<file path="src/rtl/imem_arbiter.sv">
// Two-port arbiter for the combinational-read instruction ROM: CPU fetch has priority, debug/loader is forced after MAX_WAIT denials.
// Optional saturating performance counters are built in when IMEM_ARB_PERF_EN is defined.
module imem_arbiter #(
  parameter int ADDR_W   = 32,
  parameter int DATA_W   = 32,
  parameter int MAX_WAIT = 4
) (
  input  logic              i_clk,
  input  logic              i_rst,
  input  logic              i_fetchReq,
  input  logic [ADDR_W-1:0] i_fetchAddr,
  output logic              o_fetchGnt,
  output logic [DATA_W-1:0] o_fetchData,
  output logic              o_fetchValid,
  input  logic              i_dbgReq,
  input  logic [ADDR_W-1:0] i_dbgAddr,
  output logic              o_dbgGnt,
  output logic [DATA_W-1:0] o_dbgData,
  output logic              o_dbgValid,
  output logic              o_memCe,
  output logic [ADDR_W-1:0] o_memAddr,
  input  logic [DATA_W-1:0] i_memData
`ifdef IMEM_ARB_PERF_EN
  ,
  output logic [31:0]       o_fetchCount,
  output logic [31:0]       o_dbgCount,
  output logic [31:0]       o_stallCount
`endif
);

  localparam logic [3:0] MAX_WAIT_C = 4'(MAX_WAIT);

  logic [3:0]        r_starve_cnt;
  logic              r_fetch_valid;
  logic              r_dbg_valid;
  logic [DATA_W-1:0] r_fetch_data;
  logic [DATA_W-1:0] r_dbg_data;

  logic              w_force_dbg;
  logic              w_dbg_gnt;
  logic              w_fetch_gnt;
  logic              w_dbg_stall;
  logic [ADDR_W-1:0] w_mem_addr;

  always_comb begin
    w_force_dbg = i_dbgReq && (r_starve_cnt == MAX_WAIT_C);
    w_dbg_gnt   = i_dbgReq && (!i_fetchReq || w_force_dbg);
    w_fetch_gnt = i_fetchReq && !w_dbg_gnt;
    w_dbg_stall = i_dbgReq && !w_dbg_gnt;
  end

  // Address is forced to zero while idle so the ROM never sees a stale value.
  always_comb begin
    w_mem_addr = '0;
    if (w_dbg_gnt) begin
      w_mem_addr = i_dbgAddr;
    end else if (w_fetch_gnt) begin
      w_mem_addr = i_fetchAddr;
    end
  end

  assign o_fetchGnt   = w_fetch_gnt;
  assign o_dbgGnt     = w_dbg_gnt;
  assign o_memCe      = w_fetch_gnt | w_dbg_gnt;
  assign o_memAddr    = w_mem_addr;
  assign o_fetchData  = r_fetch_data;
  assign o_fetchValid = r_fetch_valid;
  assign o_dbgData    = r_dbg_data;
  assign o_dbgValid   = r_dbg_valid;

  always_ff @(posedge i_clk or posedge i_rst) begin
    if (i_rst) begin
      r_starve_cnt <= '0;
    end else if (!i_dbgReq || w_dbg_gnt) begin
      r_starve_cnt <= '0;
    end else if (r_starve_cnt < MAX_WAIT_C) begin
      r_starve_cnt <= r_starve_cnt + 4'd1;
    end
  end

  always_ff @(posedge i_clk or posedge i_rst) begin
    if (i_rst) begin
      r_fetch_valid <= 1'b0;
      r_fetch_data  <= '0;
    end else begin
      r_fetch_valid <= w_fetch_gnt;
      if (w_fetch_gnt) begin
        r_fetch_data <= i_memData;
      end
    end
  end

  always_ff @(posedge i_clk or posedge i_rst) begin
    if (i_rst) begin
      r_dbg_valid <= 1'b0;
      r_dbg_data  <= '0;
    end else begin
      r_dbg_valid <= w_dbg_gnt;
      if (w_dbg_gnt) begin
        r_dbg_data <= i_memData;
      end
    end
  end

`ifdef IMEM_ARB_PERF_EN
  logic [31:0] r_fetch_count;
  logic [31:0] r_dbg_count;
  logic [31:0] r_stall_count;

  always_ff @(posedge i_clk or posedge i_rst) begin
    if (i_rst) begin
      r_fetch_count <= '0;
      r_dbg_count   <= '0;
      r_stall_count <= '0;
    end else begin
      if (w_fetch_gnt && (r_fetch_count != 32'hFFFF_FFFF)) begin
        r_fetch_count <= r_fetch_count + 32'd1;
      end
      if (w_dbg_gnt && (r_dbg_count != 32'hFFFF_FFFF)) begin
        r_dbg_count <= r_dbg_count + 32'd1;
      end
      if (w_dbg_stall && (r_stall_count != 32'hFFFF_FFFF)) begin
        r_stall_count <= r_stall_count + 32'd1;
      end
    end
  end

  assign o_fetchCount = r_fetch_count;
  assign o_dbgCount   = r_dbg_count;
  assign o_stallCount = r_stall_count;
`endif

endmodule
</file>
<file path="config.mk">
export PLATFORM = sky130hd
export DESIGN_NAME = imem_arbiter
export DESIGN_NICKNAME = d
export VERILOG_FILES = /design/src/rtl/imem_arbiter.sv
export SDC_FILE = /design/constraint.sdc
export NUM_CORES = 1
export LEC_CHECK = 0
export BUFFER_PORTS_ARGS = -buffer_cell sky130_fd_sc_hd__clkbuf_2
export CAP_MARGIN = 10
export CORE_ASPECT_RATIO = 1.5
export CORE_MARGIN = 1.5
export CORE_UTILIZATION = 35
export DETAILED_ROUTE_END_ITERATION = 7
export PLACE_DENSITY_LB_ADDON = 0.25
export SYNTH_ARGS = -nofsm -noshare
export SYNTH_HDL_FRONTEND = slang
export SYNTH_SLANG_ARGS = --single-unit
</file>
<file path="constraint.sdc">
create_clock -name i_clk -period 2.2 [get_ports i_clk]
set_input_delay 0.22 -clock i_clk [delete_from_list [all_inputs] [get_ports i_clk]]
set_output_delay 0.22 -clock i_clk [all_outputs]
set_load 0.01 [all_outputs]
</file>
## Yosys cells after proc, flatten, opt, wreduce, memory -nomap -nowiden

Cells that the tools add are included.

- Add/subtract/negate cells: 1
- Multiplexer cells: 4
- Eq/ne operators: 1
- $lt $le $gt $ge: 1
- Bitwise gates (word level): 1
- Reductions and logical operators: 9

Operators by type and width:

| operator | number |
|---|---|
| 32-bit 2-to-1 mux | 2 |
| 4-bit 2-to-1 mux | 2 |
| 4-bit by 1-bit adder with 4-bit output, second input constant | 1 |
| 4-bit by 3-bit == test with 1-bit output, second input constant | 1 |
| 4-bit by 3-bit less-than comparator with 1-bit output, second input constant | 1 |
| 1-bit logical AND | 3 |
| 1-bit logical NOT | 3 |
| 1-bit logical OR | 2 |
| 2-bit nonzero test | 1 |
| 1-bit OR | 1 |

- Output and inout bits: 101
- Flip-flop bits (word level): 70
- Input port bits: 100
- Logic and storage cells: 22

## Logic depth before layout (Yosys ltp)

Gate-level depths: netlist of the first run.

- Depth in word-level cells: 8
- Depth in mapped cells: 7
- Depth with buffers taken out: 6

## Least setup slack after synthesis of the first run

OpenSTA, ideal clock, no wires.

- Path type: register to output
- From: reg r_starve_cnt[0]
- To: out o_memAddr[23]
- Buffers on the path: 1
- Path slack: 0.519 ns
- Data required time: 1.980 ns
- Stages on the path, launching flop included: 8
- Data arrival time: 1.461 ns
- Cells stage by stage: dfrtp_1 -> inv_1 -> ha_1 -> nand4b_4 -> nand2_4 -> inv_2 -> buf_6 -> o21ai_0

- Cells in the longest elaborated chain, start to end: 8

RTL lines:

| item | RTL line | text |
|---|---|---|
| from (decl) | 33 | `logic [3:0] r_starve_cnt;` |
| from (signal assigned) | 77 | `r_starve_cnt <= r_starve_cnt + 4'd1;` |
| 4-bit by 3-bit == test with 1-bit output | 46 | `w_force_dbg = i_dbgReq && (r_starve_cnt == MAX_WAIT_C);` |
| 1-bit logical AND | 46 |  |
| 1-bit logical OR | 47 | `w_dbg_gnt = i_dbgReq && (!i_fetchReq \|\| w_force_dbg);` |
| 1-bit logical AND | 47 |  |
| 1-bit logical NOT | n/a |  |
| 1-bit logical AND | 48 | `w_fetch_gnt = i_fetchReq && !w_dbg_gnt;` |
| via o_fetchGnt | 12 | `output logic o_fetchGnt,` |
| 32-bit 2-to-1 mux | 57 | `end else if (w_fetch_gnt) begin` |
| 32-bit 2-to-1 mux | 55 | `if (w_dbg_gnt) begin` |
| to (decl) | 21 | `output logic [ADDR_W-1:0] o_memAddr,` |

The timed path passes the listed nets, and every way through them passes these cells.

## Worst setup path in the final report of the first run

- From: reg r_starve_cnt[0]
- To: out o_memAddr[8]

- Cells in the longest elaborated chain, start to end: 8

RTL lines:

| item | RTL line |
|---|---|
| 4-bit by 3-bit == test with 1-bit output (*) | 46 |
| 1-bit logical AND (*) | 46 |
| 1-bit logical OR (*) | 47 |
| 1-bit logical AND (*) | 47 |
| 1-bit logical NOT | n/a |
| 1-bit logical AND | 48 |
| 32-bit 2-to-1 mux | 57 |
| 32-bit 2-to-1 mux (*) | 55 |

Every way passes the cells marked *; elsewhere a longest branch is shown, timed or not.

==> summary.md, run 1 <==
| Metric | Value |
|---|---|
| Final period util | 0.932 |
| CP max stage delay | about 0.40 ns |
| Die Y-Extent | 120 um |
| Vias in the first global route | 2600 |
| Number of top-level pins | 201 |
| Vias | 2829 |
| Total power | between 3 and 4 mW |
| Worst Tran Pin Value | 1.02 ns |
| Clk sink count | 70 |
| Largest net degree at the start of global routing | 42 |
| Worst hold margin | 0.137 ns |
| Final hold viol count | 0 |
| Slew headroom | 0.322 |
| Leading area contributor after synthesis | dfrtp_1 |
| Min-delay worst type | in -> reg |
| Cells after Synth | 270 |
| Nets | 572 |
| Routability cong. | 0.724 |
| Port Buffer Count | 200 |
| Share of the synthesized area in the top cell type | 0.545 |
| Status | finished, final reports clean |
| Final WL | 8450 um |
| Worst-path maximum fanout | 34 |
| Switching power total | 958 uW |
| Endpoint, Worst Hold | o_fetchData[21]$_DFFE_PP0N_ |
| TritonRoute pass-1 iters | 6 |
| HPWL after DPL | 6230 um |
| Critical Path Start Type | flop |
| Finished Layout Cells | 585 |
| Post-Syn Area per Cell | approximately 12 um2 |
| Count leader, synth | dfrtp_1 |
| DR WL/cell | approximately 14 um |
| First-pass GRT wire length | 12200 um |
| Longest Clk Path Bufs | 2 |
| Clock share of power | 0.412 |
| Clock Skew | 0.00331 ns |
| DRT iter0 DRCs | 64 |
| Antenna Nets Post-Route | 0 |
| CP arrival | 1.83 ns |
| Setup tns final | 0 ns |
| Unrepaired setup endpoints after global routing | true |
| R2r startpoint | r_starve_cnt[0]$_DFFE_PP0P_ |
| Post-layout min period | 2.05 ns |
| Top cells by area, synth | dfrtp_1 54%, mux2_2 22%, nand3_1 5.0% |
| Die W | 81.2 um |
| Ys flop type | dfrtp_1 |
| Post-Place Cells | 566 |
| Core ar. | 8880 um2 |
| CTS tree | yes |
| Synth cell types | 24 |
| DRC errors left | 0 |
| Worst R2R Setup Slack | 0.26 ns |
| Commonest cells post-synth | 70 x dfrtp_1, 64 x mux2_2, 32 x nand2_1, 32 x nand3_1, 24 x o21ai_0 |
| CP max-delay cell | dfrtp_1 |
| Yosys reg bits | 70 |
| Share of cells above drive strength 1 | 0.619 |
| Sw Ratio | 0.252 |
| Comb pwr share | 0.188 |
| Reg2Reg Depth | 7 |
| P_int | 2.85 mW |
| FMAX | roughly 0.49 GHz |
| Crit path cell chain | inv_1 -> ha_1 -> nand4b_4 -> nand2_8 -> inv_4 -> o21ai_1 -> clkbuf_2 |
| Hold Startpoint | i_memData[21] |
| Antenna violations before repair | 0 |
| Htree depth | 3 |
| Setup crit end kind | output port |
| N_diodes | 0 |
| PwrDens | 821 nW/um2 |
| Number of vias per cell | between 4 and 5 |
| Setup Viol. Count Final | 0 |
| Root Buffer | clkbuf_16 |
| Clock Latency Late Sink | 0.32 ns |
| Die area | roughly 9800 um2 |
| Worst IR Drop VDD | 0.695 mV |
| Async S/R FF share, synth | 1.00 |
| CTS buffer count | 9 |
| Initial Util | 0.362 |
| Total Routing Usage GR | 0.168 |
| Area Growth Syn to Fin | 44.4% |
| Place WS | 0.142 ns |
| CP required | 1.98 ns |
| Post-synth EDFFs | 0 |
| Worst r2r dst | o_fetchData[16]$_DFFE_PP0N_ |
| Power share of the sequential group | 0.399 |
| Max Cap Viol | 0 |
| Final worst slack | 0.149 ns |
| Post-synth net total | roughly 370 |
| Seq/Total Area, Yosys | 0.545 |
| Area of the mapped netlist | about 3200 um2 |
| Clk pin slew, worst setup/hold paths | about 0.050 ns |
| LEAKAGE | 2.40 nW |
| Row count | 42 |
| CP Class | reg -> out |
| Ys Warns | 0 |
| GRT overflow | 0 |
| Hold path cells | 2 |
| Max-slew violation count | 0 |
## critical path: cells and delay by family, from the launching register on
| kind | cells | cell delay, ns |
|---|---|---|
| AO/OA/AOI/OAI | 1 | 0.22 |
| adder cells (fa/ha/maj) | 1 | 0.19 |
| buffers and inverters | 3 | 0.34 |
| flip-flops | 1 | 0.40 |
| AND/OR/NAND/NOR | 2 | 0.35 |
## area by class of cell
type	count	area, um2
Fill cell	824	4240
Clock inverter	5	81.3
Multi-Input combinational cell	175	1310
Inverter	6	25.0
Tap cell	110	138
Timing Repair Buffer	208	1080
Sequential cell	70	1750
Clock buffer	11	253
## routing by layer
layer / GRT usage / up-vias / wire, um
li1: - / 1338 / -
met1: 0.163 / 1337 / 3060
met2: 0.321 / 139 / 4610
met3: 0.0558 / 15 / 649
met4: 0.0517 / 0 / 129
met5: 0 / - / 0
## what timing repair did
item,in CTS,in global routing
pin swaps,0,1
hold buffers,1,0
gates cloned,0,1
resized for setup,2,3
buffers inserted,0,1
endpoints found under the setup margin,25,28
endpoints found under the hold margin,29,0
## per-stage QoR
| stage | util | instance area (um2) |
|---|---|---|
| 6_report | 0.523 | 4640 |
| 5_1_grt | 0.523 | 4640 |
| 4_1_cts | 0.519 | 4610 |
| 3_5_place_dp | 0.480 | 4260 |
| 3_3_place_gp | 0.480 | 4260 |
| 2_1_floorplan | - | 3210 |
## kinds of logic (layout without fill, tap and decap cells)
family          Yosys count  count (layout)  share of synthesized area
simple gates             72              72                      0.108
flops                    70              70                      0.545
mux                      65              65                      0.227
compound gates           34              35                     0.0564
buf+inv                  26             230                     0.0529
fa+ha+maj                 2               2                    0.00778
xor+xnor                  1               1                    0.00273
## power groups by stage
stage	sequential [mW]	combinational [mW]	clock [mW]
5_1_grt	1.54	0.785	1.67
3_5_place_dp	1.54	0.722	0
4_1_cts	1.52	0.726	1.62
6_report	1.52	0.718	1.57
2_1_floorplan	1.61	0.308	0
3_3_place_gp	1.54	0.706	0
## sequential cells by signal (all words and copies together) (netlist names)
register and flops:
o_dbgValid 1, r_starve_cnt 4, o_fetchValid 1, o_dbgData 32, o_fetchData 32
## cells in the final DEF (no fill, tap or decap), types with 2 or more instances in the layout
master     synthesis  routed
clkbuf_2           0     200
mux2_2            64      64
inv_1              5       4
o21ai_1            8       9
buf_4              1       5
bufinv_16          0       2
nand3_1           32      32
nand2_1           32      32
dfrtp_1           70      70
clkbuf_16          0       9
nor3_1             3       3
o21ai_0           24      23
ha_1               2       2
clkbuf_8           0       2
## how the worst max path moves through the flow
stage / from / to / cells past startpoint
2_1_floorplan: i_rst / o_dbgData[0]$_DFFE_PP0P_ / 1
3_3_place_gp: i_dbgReq / o_memAddr[8] / 7
3_5_place_dp: i_dbgReq / o_memAddr[8] / 7
4_1_cts: r_starve_cnt[0]$_DFFE_PP0P_ / o_memAddr[8] / 7
5_1_grt: r_starve_cnt[0]$_DFFE_PP0P_ / o_memAddr[8] / 7
6_report: r_starve_cnt[0]$_DFFE_PP0P_ / o_memAddr[8] / 7
(Power assumes the default switching activity.)
==> run 2: changes to the inputs <==
--- a/config.mk
+++ b/config.mk
@@ -8,7 +8,7 @@
 export BUFFER_PORTS_ARGS = -buffer_cell sky130_fd_sc_hd__clkbuf_2
 export CAP_MARGIN = 10
 export CORE_ASPECT_RATIO = 1.5
-export CORE_MARGIN = 1.5
+export CORE_MARGIN = 2
 export CORE_UTILIZATION = 35
 export DETAILED_ROUTE_END_ITERATION = 7
 export PLACE_DENSITY_LB_ADDON = 0.25
==> constraint.sdc (replaced) <==
create_clock -name i_clk -period 2.2 [get_ports i_clk]
set_input_delay 0.22 -clock i_clk [delete_from_list [all_inputs] [get_ports i_clk]]
set_output_delay 0.22 -clock i_clk [all_outputs]
set_load 0.005 [all_outputs]
==> summary.md, run 2 (synthesis results as in run 1) <==
| Metric | Value |
|---|---|
| Status | finished, final reports clean |
| Antenna Nets Post-Route | 0 (unchanged) |
| Total power | 3.56 mW (-6.6%) |
| Initial Util | 0.362 (unchanged) |
| Area Growth Syn to Fin | 42.4% |
| Leading cell types in the layout, fill and taps excluded | 200 x clkbuf_2, 70 x dfrtp_1, 64 x mux2_2 |
| Row count | 42 (unchanged) |
| Buf/Inv on CP | 2 (-1) |
| Antenna violations before repair | 0 (unchanged) |
| TritonRoute pass-1 iters | 4 (-2) |
| Clk sink count | 70 (unchanged) |
| Final period util | 0.949 (+0.0162) |
| Seq. cell area | 1750 um2 (unchanged) |
| Post-layout min period | 2.09 ns (+0.0357 ns) |
| Die Y-Extent | 121 um (+0.83%) |
| Htree depth | 3 (unchanged) |
| Layout fillers | 824 (unchanged) |
| Core ar. | 8880 um2 (unchanged) |
| Vias | 2797 (-1.1%) |
| Slew headroom | 0.269 (-0.0532) |
| Largest net degree at the start of global routing | 46 (+9.5%) |
| Number of top-level pins | 201 (unchanged) |
| Most common cell after layout, fill and taps aside | clkbuf_2 |
| Worst-path maximum fanout | 34 (unchanged) |
| Share of cells above drive strength 1 | 0.614 (-0.00536) |
| Port Buffer Count | 200 (unchanged) |
| Die W | 82.2 um (+1.2%) |
| N_diodes | 0 (unchanged) |
| CTS tree | yes |
| FMAX | 0.479 GHz (-1.7%) |
| Die area | 9980 um2 (+2.1%) |
| Delay-heaviest family, CP | compound AO/OA/AOI/OAI gates |
| Total Routing Usage GR | 0.160 (-0.00779) |
| Clock Skew | 0.00611 ns (+0.00279 ns) |
| Longest Clk Path Bufs | 2 (unchanged) |
| Final WL | 8170 um (-3.3%) |
| Clk pin slew, worst setup/hold paths | 0.05 ns (about the same) |
| DRT iter0 DRCs | 98 (+53%) |
| Multi-input logic area | 1300 um2 (-0.48%) |
| Routability cong. | 0.764 (+5.6%) |
| Vias in the first global route | 2617 (+0.65%) |
| Nets | 570 (-0.35%) |
| CP arrival | 1.87 ns (+0.04 ns) |
| CP max stage delay | 0.44 ns (+0.04 ns) |
| Crit path cell chain | inv_1 -> ha_2 -> nand4b_4 -> o21ai_4 -> clkbuf_2 |
| Clock Latency Late Sink | 0.33 ns (about the same) |
| Critical Path Start Type | flop |
| CP Class | reg -> out |
| Final hold viol count | 0 (unchanged) |
| Setup tns final | 0 ns (unchanged) |
| Max-slew violation count | 0 (unchanged) |
| PwrDens | 778 nW/um2 (-5.3%) |
| Min-delay worst type | in -> reg |
| First-pass GRT wire length | 12000 um (-1.8%) |
| GRT overflow | 0 (unchanged) |
| CP max-delay cell | o21ai_4 |
| Setup Viol. Count Final | 0 (unchanged) |
| Worst IR Drop VDD | 0.581 mV (-16%) |
| LEAKAGE | 2.37 nW (-1.3%) |
| Number of vias per cell | 4.81 (-0.45%) |
| Setup crit end kind | output port |
| DR WL/cell | 14.1 um (-2.6%) |
| Worst Tran Pin Value | 1.09 ns (+0.0757 ns) |
| DRC errors left | 0 (unchanged) |
| CTS buffer count | 9 (unchanged) |
| CP required | 1.98 ns (about the same) |
| Max Cap Viol | 0 (unchanged) |
| HPWL after DPL | 6190 um (-0.69%) |
| Unrepaired setup endpoints after global routing | false |
| Root Buffer | clkbuf_16 |
## run 2: cell count changes in the layout (fill, tap and decap cells not counted), sizes merged
cell      before  now
clkbuf       211  213
bufinv         2    1
o21ai         34   33
clkinvlp       1    0
buf            7    6
clkinv         2    0
## run 2: timing repair
| action | in CTS | in global routing |
|---|---|---|
| setup buffers | 0 | 0 |
| resized for setup | 1 | 4 |
| pin swaps | 0 | 0 |
| hold buffers | 1 | 0 |
| endpoints found under the hold margin | 25 | 0 |
| setup endpoints to repair | 31 | 23 |
## run 2: per-stage QoR
stage / area [um2] / hold WS, ns / instances / utilization / worst slack (ns)
after global routing: 4580 / 0.134 / 581 / 0.515 / 0.00635
after CTS: 4570 / 0.126 / 581 / 0.514 / 0.0418
after detailed placement: 4260 / 0.289 / 566 / 0.480 / 0.271
final: 4580 / 0.136 / 581 / 0.515 / 0.113
after global placement: 4260 / 0.286 / 566 / 0.480 / 0.316
after floorplan: 3210 / 0.370 / 270 / - / 0.212
## run 2: path summary, 6_finish.rpt
path	start	endpoint	slack (ns)	depth (start not counted)
setup / recovery	r_starve_cnt[0]$_DFFE_PP0P_	o_dbgGnt	0.11	5
setup reg to reg	r_starve_cnt[0]$_DFFE_PP0P_	o_dbgData[26]$_DFFE_PP0P_	0.37	5
min in group asynchronous	i_rst	o_dbgData[0]$_DFFE_PP0P_	0.50	3
max in group asynchronous	i_rst	o_fetchValid$_DFF_PP0_	1.08	4
hold / removal	i_memData[20]	o_dbgData[20]$_DFFE_PP0P_	0.14	2
hold reg to reg	o_fetchData[27]$_DFFE_PP0N_	o_fetchData[27]$_DFFE_PP0N_	0.50	1
## run 2: final cells by class
type / count / area share
Timing Repair Buffer: 207 / 0.233
Tap cell: 110 / 0.0301
Multi-Input combinational cell: 174 / 0.285
Inverter: 6 / 0.00547
Sequential cell: 70 / 0.383
Clock inverter: 1 / 0.00656
Clock buffer: 13 / 0.0569
## run 2: worst register-to-register path, stage by stage, from the launching register on
cell	delay (ns)
dfrtp_1	0.41
inv_1	0.07
ha_2	0.19
nand4b_4	0.16
o21ai_4	0.44
mux2_2	0.45
## run 2: report_power, final
group          internal (mW)  leakage [nW]  switching [mW]
sequential              1.44         0.830          0.0787
combinational          0.353          1.40           0.278
clock                  0.926         0.142           0.481
## run 2: per-layer routing
metal,track usage,share of wire
met5,0,0
met4,0.0781,0.022
met3,0.0469,0.089
met2,0.288,0.53
met1,0.162,0.36
